==> config.mk <==
export PLATFORM = sky130hd
export DESIGN_NAME = sha256_header_ctrl_flat
export DESIGN_NICKNAME = d
export VERILOG_FILES = /design/src/rtl/sha256_pkg.sv /design/src/rtl/sha256_header_ctrl_if.sv /design/src/rtl/sha256_header_ctrl.sv /design/src/flat_wrapper.sv
export SDC_FILE = /design/constraint.sdc
export NUM_CORES = 2
export LEC_CHECK = 0
export CAP_MARGIN = 15
export CORE_AREA = 10 10 743 745
export CTS_CLUSTER_SIZE = 20
export DETAILED_ROUTE_END_ITERATION = 7
export DIE_AREA = 0 0 753 755
export PLACE_DENSITY = 0.33
export SYNTH_ARGS = -nofsm -noshare
export SYNTH_HDL_FRONTEND = slang
export SYNTH_SLANG_ARGS = --single-unit
==> constraint.sdc <==
create_clock -name clk -period 6.2 [get_ports clk]
set_clock_uncertainty 0.15 [all_clocks]
set_input_delay 0.93 -clock clk [delete_from_list [all_inputs] [get_ports clk]]
set_output_delay 0.93 -clock clk [all_outputs]
set_load 0.05 [all_outputs]
==> src/rtl/sha256_pkg.sv <==
// Shared types and constants for the sha256 header sequencer.
// Holds the IV, controller states and the fixed padding tails.
package sha256_pkg;

    localparam logic [255:0] SHA256_IV =
        256'h6a09e667_bb67ae85_3c6ef372_a54ff53a_510e527f_9b05688c_1f83d9ab_5be0cd19;

    // Tail of block 2: 0x80 marker, zero fill, 640-bit length.
    localparam logic [383:0] PAD_640 = {32'h80000000, 288'b0, 64'd640};

    // Tail of the digest block: 0x80 marker, zero fill, 256-bit length.
    localparam logic [255:0] PAD_256 = {32'h80000000, 160'b0, 64'd256};

    typedef enum logic [2:0] {
        IDLE    = 3'd0,
        B1_GO   = 3'd1,
        B1_WAIT = 3'd2,
        B2_GO   = 3'd3,
        B2_WAIT = 3'd4,
        D_GO    = 3'd5,
        D_WAIT  = 3'd6,
        DONE    = 3'd7
    } ctrl_state_t;

    function automatic logic is_go(ctrl_state_t s);
        return (s == B1_GO) || (s == B2_GO) || (s == D_GO);
    endfunction

    function automatic logic is_active(ctrl_state_t s);
        return (s != IDLE) && (s != DONE);
    endfunction

endpackage

==> src/rtl/sha256_header_ctrl_if.sv <==
// Link between the header sequencer and the shared compression core.
// The sequencer is master; the core is slave.
interface sha256_header_ctrl_if;

    logic         core_enable;
    logic [511:0] core_data;
    logic [255:0] core_current_hash;
    logic [255:0] core_hash;
    logic         core_hash_done;

    modport master (
        output core_enable,
        output core_data,
        output core_current_hash,
        input  core_hash,
        input  core_hash_done
    );

    modport slave (
        input  core_enable,
        input  core_data,
        input  core_current_hash,
        output core_hash,
        output core_hash_done
    );

endinterface

==> src/rtl/sha256_header_ctrl.sv <==
// Drives one shared sha256 core through the two header blocks
// and, when DOUBLE is set, a third pass over the digest.
module sha256_header_ctrl
    import sha256_pkg::*;
#(
    parameter bit DOUBLE = 1'b1
) (
    input  logic                 clk,
    input  logic                 n_rst,
    input  logic                 start,
    input  logic [639:0]         header,
    output logic                 busy,
    output logic [255:0]         digest,
    output logic                 digest_valid,
    sha256_header_ctrl_if.master core
);

    ctrl_state_t  state_q, state_n;
    logic [639:0] hdr_q, hdr_n;
    logic [255:0] mid_q, mid_n;
    logic [255:0] digest_n;
    logic         valid_n;
    logic         busy_n;
    logic         enable_q, enable_n;
    logic [511:0] data_q, data_n;
    logic [255:0] chash_q, chash_n;

    assign core.core_enable       = enable_q;
    assign core.core_data         = data_q;
    assign core.core_current_hash = chash_q;

    always_ff @(posedge clk or negedge n_rst) begin
        if (!n_rst) begin
            state_q      <= IDLE;
            hdr_q        <= '0;
            mid_q        <= '0;
            busy         <= 1'b0;
            digest       <= '0;
            digest_valid <= 1'b0;
            enable_q     <= 1'b0;
            data_q       <= '0;
            chash_q      <= '0;
        end else begin
            state_q      <= state_n;
            hdr_q        <= hdr_n;
            mid_q        <= mid_n;
            busy         <= busy_n;
            digest       <= digest_n;
            digest_valid <= valid_n;
            enable_q     <= enable_n;
            data_q       <= data_n;
            chash_q      <= chash_n;
        end
    end

    // Next state; done pulses outside the *_WAIT states fall through.
    always_comb begin
        state_n  = state_q;
        hdr_n    = hdr_q;
        mid_n    = mid_q;
        digest_n = digest;
        valid_n  = 1'b0;
        unique case (state_q)
            IDLE, DONE: begin
                if (start) begin
                    hdr_n   = header;
                    state_n = B1_GO;
                end
            end
            B1_GO:   state_n = B1_WAIT;
            B1_WAIT: begin
                if (core.core_hash_done) begin
                    mid_n   = core.core_hash;
                    state_n = B2_GO;
                end
            end
            B2_GO:   state_n = B2_WAIT;
            B2_WAIT: begin
                if (core.core_hash_done) begin
                    if (DOUBLE) begin
                        mid_n   = core.core_hash;
                        state_n = D_GO;
                    end else begin
                        digest_n = core.core_hash;
                        valid_n  = 1'b1;
                        state_n  = DONE;
                    end
                end
            end
            D_GO:    state_n = D_WAIT;
            D_WAIT: begin
                if (core.core_hash_done) begin
                    digest_n = core.core_hash;
                    valid_n  = 1'b1;
                    state_n  = DONE;
                end
            end
            default: state_n = IDLE;
        endcase
    end

    // Core-facing outputs are registered from the upcoming state.
    always_comb begin
        enable_n = is_go(state_n);
        busy_n   = is_active(state_n);
        data_n   = data_q;
        chash_n  = chash_q;
        unique case (state_n)
            B1_GO, B1_WAIT: begin
                data_n  = hdr_n[639:128];
                chash_n = SHA256_IV;
            end
            B2_GO, B2_WAIT: begin
                data_n  = {hdr_n[127:0], PAD_640};
                chash_n = mid_n;
            end
            D_GO, D_WAIT: begin
                data_n  = {mid_n, PAD_256};
                chash_n = SHA256_IV;
            end
            default: begin
                data_n  = data_q;
                chash_n = chash_q;
            end
        endcase
    end

endmodule
==> src/flat_wrapper.sv <==
// flat-port wrapper written by rule: the top's interface ports become plain ports
module sha256_header_ctrl_flat import sha256_pkg::*;
#(
    parameter bit DOUBLE = 1'b1
)
  (clk, n_rst, start, header, busy, digest, digest_valid, core_core_enable, core_core_data, core_core_current_hash, core_core_hash, core_core_hash_done);
  sha256_header_ctrl_if core_i ();
  input  logic clk;
  input  logic n_rst;
  input  logic start;
  input  logic [639:0] header;
  output logic busy;
  output logic [255:0] digest;
  output logic digest_valid;
  output wire logic [$bits(core_i.core_enable)-1:0] core_core_enable;
  output wire logic [$bits(core_i.core_data)-1:0] core_core_data;
  output wire logic [$bits(core_i.core_current_hash)-1:0] core_core_current_hash;
  input wire logic [$bits(core_i.core_hash)-1:0] core_core_hash;
  input wire logic [$bits(core_i.core_hash_done)-1:0] core_core_hash_done;
  assign core_core_enable = core_i.core_enable;
  assign core_core_data = core_i.core_data;
  assign core_core_current_hash = core_i.core_current_hash;
  assign core_i.core_hash = core_core_hash;
  assign core_i.core_hash_done = core_core_hash_done;
  sha256_header_ctrl #(.DOUBLE(DOUBLE)) u_core (.clk(clk), .n_rst(n_rst), .start(start), .header(header), .busy(busy), .digest(digest), .digest_valid(digest_valid), .core(core_i));
endmodule
# After elaboration in Yosys (flattened, before gate mapping)
# Index checks and enable logic that the tools add are counted.
# W data, S select, Z words.
[op_classes] eq_ne=14 n_mux=13 n_reduce_logical=14
[op_table] cell="$pmux W512 S3" n=1
[op_table] cell="$mux W640" n=2
[op_table] cell="$mux W256" n=2
[op_table] cell="$pmux W256 S2" n=1
[op_table] cell="$eq A3 B3 Y1 const B" n=7
[op_table] cell="$pmux W3 S7" n=1
[op_table] cell="$eq A3 B2 Y1 const B" n=4
[op_table] cell="$mux W3" n=4
[op_table] cell="$reduce_or A2 Y1" n=5
[op_table] cell="$eq A3 B1 Y1 const B" n=2
[op_table] cell="$reduce_bool A3 Y1" n=2
[op_table] cell="$reduce_or A4 Y1" n=1
[op_table] cell="$logic_not A3 Y1" n=1
[op_table] cell="$ne A3 B3 Y1 const B" n=1
[op_table] cell="$logic_or A1 B1 Y1" n=2
[op_table] cell="$mux W1" n=2
[op_table] cell="$reduce_and A2 Y1" n=1
[op_table] cell="$reduce_bool A2 Y1" n=1
[op_table] cell="$logic_and A1 B1 Y1" n=1
[word_totals] regBits=1926 input_bits=900 out_inout_bits=1027 word_cells=50

# Logic depth before layout (Yosys ltp)
[depth] word_depth=6 mapped_depth=16 depth_no_buf=12

# Worst setup path after synthesis
# OpenSTA, ideal clock, no wires.
[synth_path] kind="input-to-reg" from="in core_core_hash_done" to="reg u_core.data_q[313], in the netlist u_core.core.core_data[313]" setup_ps=126 arrival_ps=3845 required_time_ps=5924 path_slack_ps=2079 stages=15 path_buffers=6 cell_sequence="clkbuf_1 clkbuf_1 nor2b_1 a221oi_1 inv_1 ha_1 or3_1 a211oi_1 clkbuf_1 a21oi_1 buf_2 clkbuf_1 clkbuf_1 nor2_1 nor2_1"
[synth_via] elab_chain_len=5 word_cells_on_any_way=17 classes_between="eq/ne: 6; mux: 7; reduce/logical: 4"
[synth_lines] element="start: declaration" line_no="flat_wrapper.sv:19" source="input wire logic [$bits(core_i.core_hash_done)-1:0] core_core_hash_done;"
[synth_lines] element="$mux W3 (on tied branches)" line_no="sha256_header_ctrl.sv:92, sha256_header_ctrl.sv:72, sha256_header_ctrl.sv:79"
[synth_lines] element="$pmux W3 S7 *" line_no="sha256_header_ctrl.sv:63" source="unique case (state_q)"
[synth_lines] element="via u_core.state_n[0]" line_no="sha256_header_ctrl.sv:18" source="ctrl_state_t state_q, state_n;"
[synth_lines] element="$eq A3 B3 Y1 (tied with other cells)" line_no="sha256_header_ctrl.sv:108" source="unique case (state_n)"
[synth_lines] element="$reduce_or A2 Y1 (on tied branches)"
[synth_lines] element="$pmux W512 S3 or $reduce_bool A3 Y1 (tied branches)"
[synth_lines] element="end signal: assignment" line_no="sha256_header_ctrl.sv:51" source="data_q <= data_n;"
[synth_lines] element="end: declaration" line_no="sha256_header_ctrl.sv:25" source="logic [511:0] data_q, data_n;"
# The timed path passes the listed nets; every way through them passes the cells marked *.
# A chain may end at the register's enable or synchronous reset.

# Worst setup path in the final report
[layout_path] from="reg u_core.state_q[2]" to="reg u_core.data_q[469], in the netlist u_core.core.core_data[469]"
[layout_via] elab_chain_len=6 word_cells_on_any_way=28 classes_between="eq/ne: 13; mux: 8; reduce/logical: 7"
[layout_lines] element="start: declaration" line_no="sha256_header_ctrl.sv:18"
[layout_lines] element="start signal: assignment" line_no="sha256_header_ctrl.sv:44" source="state_q <= state_n;"
[layout_lines] element="$eq A3 B3 Y1 or $logic_not A3 Y1 (tied branches)" line_no="sha256_header_ctrl.sv:63"
[layout_lines] element="$reduce_or A2 Y1" line_no="sha256_header_ctrl.sv:63"
[layout_lines] element="$pmux W3 S7 *" line_no="sha256_header_ctrl.sv:63"
[layout_lines] element="via u_core.state_n[0]" line_no="sha256_header_ctrl.sv:18"
[layout_lines] element="$eq A3 B3 Y1 (tied with other cells)" line_no="sha256_header_ctrl.sv:108"
[layout_lines] element="$reduce_or A2 Y1 (on tied branches)"
[layout_lines] element="$pmux W512 S3 or $reduce_bool A3 Y1 (tied branches)"
# Marked as above.

==> results.ini <==
[setup_path]
reg2reg_to = u_core.core.core_data[469]
crit_path_start_kind = flop
crit_arrival_ns = 5.80
timing.rr.start = u_core.state_q[2]
required_ns = 6.86
path_max_fanout = 78
reg2regPathDepth = 12
critPathCapture = u_core.core.core_data[469]
worstSetupEndpointType = flop
worstSetupStartpoint = u_core.state_q[2]
critPathKind = reg -> reg
r2r_setup_slack_ns = 1.06

[sta]
min_period_over_period = 0.829
rsz0062_at_grt = false
slew_viol_final = 0
max_slew.worst_pin.slew_ns = 1.29
fin_crit_ns = 5.14
fmax_mhz = 195
setup_viol = 0
finalHoldViolCount = 0
fin_tns_setup_ns = 0
slew_headroom = 0.143

[clock_network]
tritoncts = done
cts_buffers = 273
cts-resized-gates = 0
cts.clk_slew.worst_paths_ns = 0.06
hold_buffers = 1
cts-htree-levels = 5
clk_latency_ns = 0.92
post_cts.repair.setup_buffers = 0
cts_root_buf = clkbuf_16
cts.sinks = 1926
cts_max_path_buffers = 4

[detailed_routing]
vias = 65262
first_pass_iters = 6
drcViolationCount = 0
ant_nets = 0
wl_per_cell_um = 33.7
routed_wl_um = 537000
via_per_inst = 4.09
drtIter0Drc = 4635

[synth]
synthDistinctLibCells = 41
ys_top_cells_by_area = dfrtp_1 (61%), mux2_2 (13%), nor2_1 (4.8%)
ys_warn_count = 0
synth_edf_count = 0
async_flop_share = 1.00
synth_top_area_cell = dfrtp_1
seq_area_frac_synth = 0.613
synth_area_sq_um = 78600
synth_cells = 6680
synth_fp_nets = 7588
synth_top_flop_cell = dfrtp_1
syn_area_per_cell_sq_um = 11.8
ys_ff_latch = 1926
synth_top_area_frac = 0.613

[placement]
gp_congestion = 0.869
dpl_cell_area_sq_um = 107000
hpwl_um = 411000
port_buffers = 1926

[die]
start_util = 0.147
num_io_pins = 1927
std_cell_rows = 269
die_w_um = 753
dieArea_sq_um = 569000
core_area_sq_um = 536000
die_h_um = 755

[cells_and_area]
fin_nets = 9400
drive_gt1_frac = 0.174
synthToLayoutAreaGrowth_pct = 47.6
fin_area_sq_um = 116000

[global_routing]
grt_pass1_vias = 67286
antenna_found_initial = 331
grt_pass1_wl_um = 704000
use_met1 = 0.232
grt-ovfl-total = 0
grt_use_met2 = 0.288
grtUsageTotal = 0.181
grt_use_met3 = 0.0766
grt_busiest_layer = met2
grt_max_degree = 146

[hold_path]
hp-class = reg -> reg

[outcome]
outcome = complete, no violations

[job]
drv_cap = 0

## cells in the mapped netlist, types with 2 or more instances
| master | n |
|---|---|
| o22ai_1 | 109 |
| buf_2 | 164 |
| o31ai_1 | 18 |
| a211oi_1 | 437 |
| clkbuf_1 | 357 |
| nor3_1 | 120 |
| a21oi_1 | 134 |
| inv_1 | 4 |
| o21ai_0 | 2 |
| nor2b_1 | 2 |
| o21ai_1 | 2 |
| a21o_1 | 2 |
| ha_1 | 8 |
| nand2_1 | 773 |
| mux2_2 | 899 |
| a2111oi_0 | 109 |
| nor2_1 | 1007 |
| mux2i_1 | 3 |
| o21bai_1 | 138 |
| a22o_1 | 252 |
| nand3_1 | 5 |
| buf_1 | 28 |
| dfrtp_1 | 1926 |
| a221oi_1 | 146 |
| o211ai_1 | 19 |
## worst max-delay path, cell delays in order, from the launching register on
cell and delay [ns]:
dfrtp_1 0.61, nor2b_1 0.50, nor3b_1 0.16, a221oi_1 0.68, inv_1 0.19, ha_1 0.32
nor2_4 0.23, buf_12 0.27, buf_12 0.37, a211oi_1 0.09, a211oi_1 0.74, o22ai_1 0.19
a21oi_1 0.17
## placed cells by master (no fill, tap or decap), types with 3 or more instances in the layout
cell type	Yosys	final
a2111oi_0	109	109
a211oi_1	437	436
a21oi_1	134	133
a221oi_1	146	146
a22o_1	252	252
buf_12	0	57
buf_4	0	118
bufinv_16	0	16
clkbuf_1	357	70
clkbuf_16	0	274
clkbuf_8	0	53
clkdlybuf4s50_1	0	1905
clkinv_16	0	10
clkinv_2	0	28
clkinv_8	0	7
clkinvlp_4	0	8
dfrtp_1	1926	1926
diode_2	0	63
ha_1	8	6
inv_1	4	4
inv_16	0	7
inv_6	0	7
mux2_2	899	896
mux2_8	0	3
mux2i_1	3	3
nand2_1	773	772
nand3_1	5	4
nor2_1	1007	1005
nor2_4	0	3
nor3_1	120	120
o211ai_1	19	19
o21bai_1	138	138
o22ai_1	109	109
o31ai_1	18	18
## layer usage
metal  up-vias  wire (um)
li1      27579          -
met1     34014     231000
met2      2634     241000
met3       773      53800
met4       262      10100
met5         -       1690
## cells by family after synthesis
logic type	after synthesis	share of synthesized area
mux	903	0.129
simple gates	1915	0.0939
compound gates	1373	0.133
fa+ha+maj	8	0.00127
buf+inv	555	0.0291
flops	1926	0.613
## sequential cells by signal (all words and copies together) (netlist names)
name,flops
u_core.busy,1
u_core.core.core_current_hash,256
u_core.core.core_data,512
u_core.core.core_enable,1
u_core.digest,256
u_core.digest_valid,1
u_core.hdr_q,640
u_core.mid_q,256
u_core.state_q,3
## final cells by class
type	count	area, sq um
Inverter	6	30.0
Fill cell	57643	420000
Tap cell	7181	8980
Timing Repair Buffer	2086	21200
Multi-Input combinational cell	4199	28300
Clock inverter	85	1310
Sequential cell	1926	48200
Clock buffer	397	7850
Antenna cell	63	158
## per-stage QoR
| stage | hold slack, ns | instances | util | setup slack [ns] |
|---|---|---|---|---|
| global placement | 0.307 | 15394 | 0.199 | 1.09 |
| detailed placement | 0.312 | 15396 | 0.199 | 1.06 |
| CTS | 0.291 | 15879 | 0.216 | 1.03 |
| finish | 0.322 | 15943 | 0.216 | 1.06 |
| global route | 0.345 | 15893 | 0.216 | 0.880 |
| floorplan | 0.319 | 6680 | - | 2.08 |
## worst min-delay path by stage
stage                        start                  to  slack, ns  cells after the start
6_report        u_core.digest[153]  u_core.digest[153]       0.32                      2
5_1_grt         u_core.digest[153]  u_core.digest[153]       0.35                      2
4_1_cts        core_core_hash[254]  u_core.digest[254]       0.29                      3
3_5_place_dp    u_core.digest[237]  u_core.digest[237]       0.31                      2
3_3_place_gp    u_core.digest[195]  u_core.digest[195]       0.31                      2
2_1_floorplan     u_core.hdr_q[93]    u_core.hdr_q[93]       0.32                      1
Power is left out: the tool's default activity adds up to more than one toggle a clock period on the data nets, which glitch-free logic cannot reach.
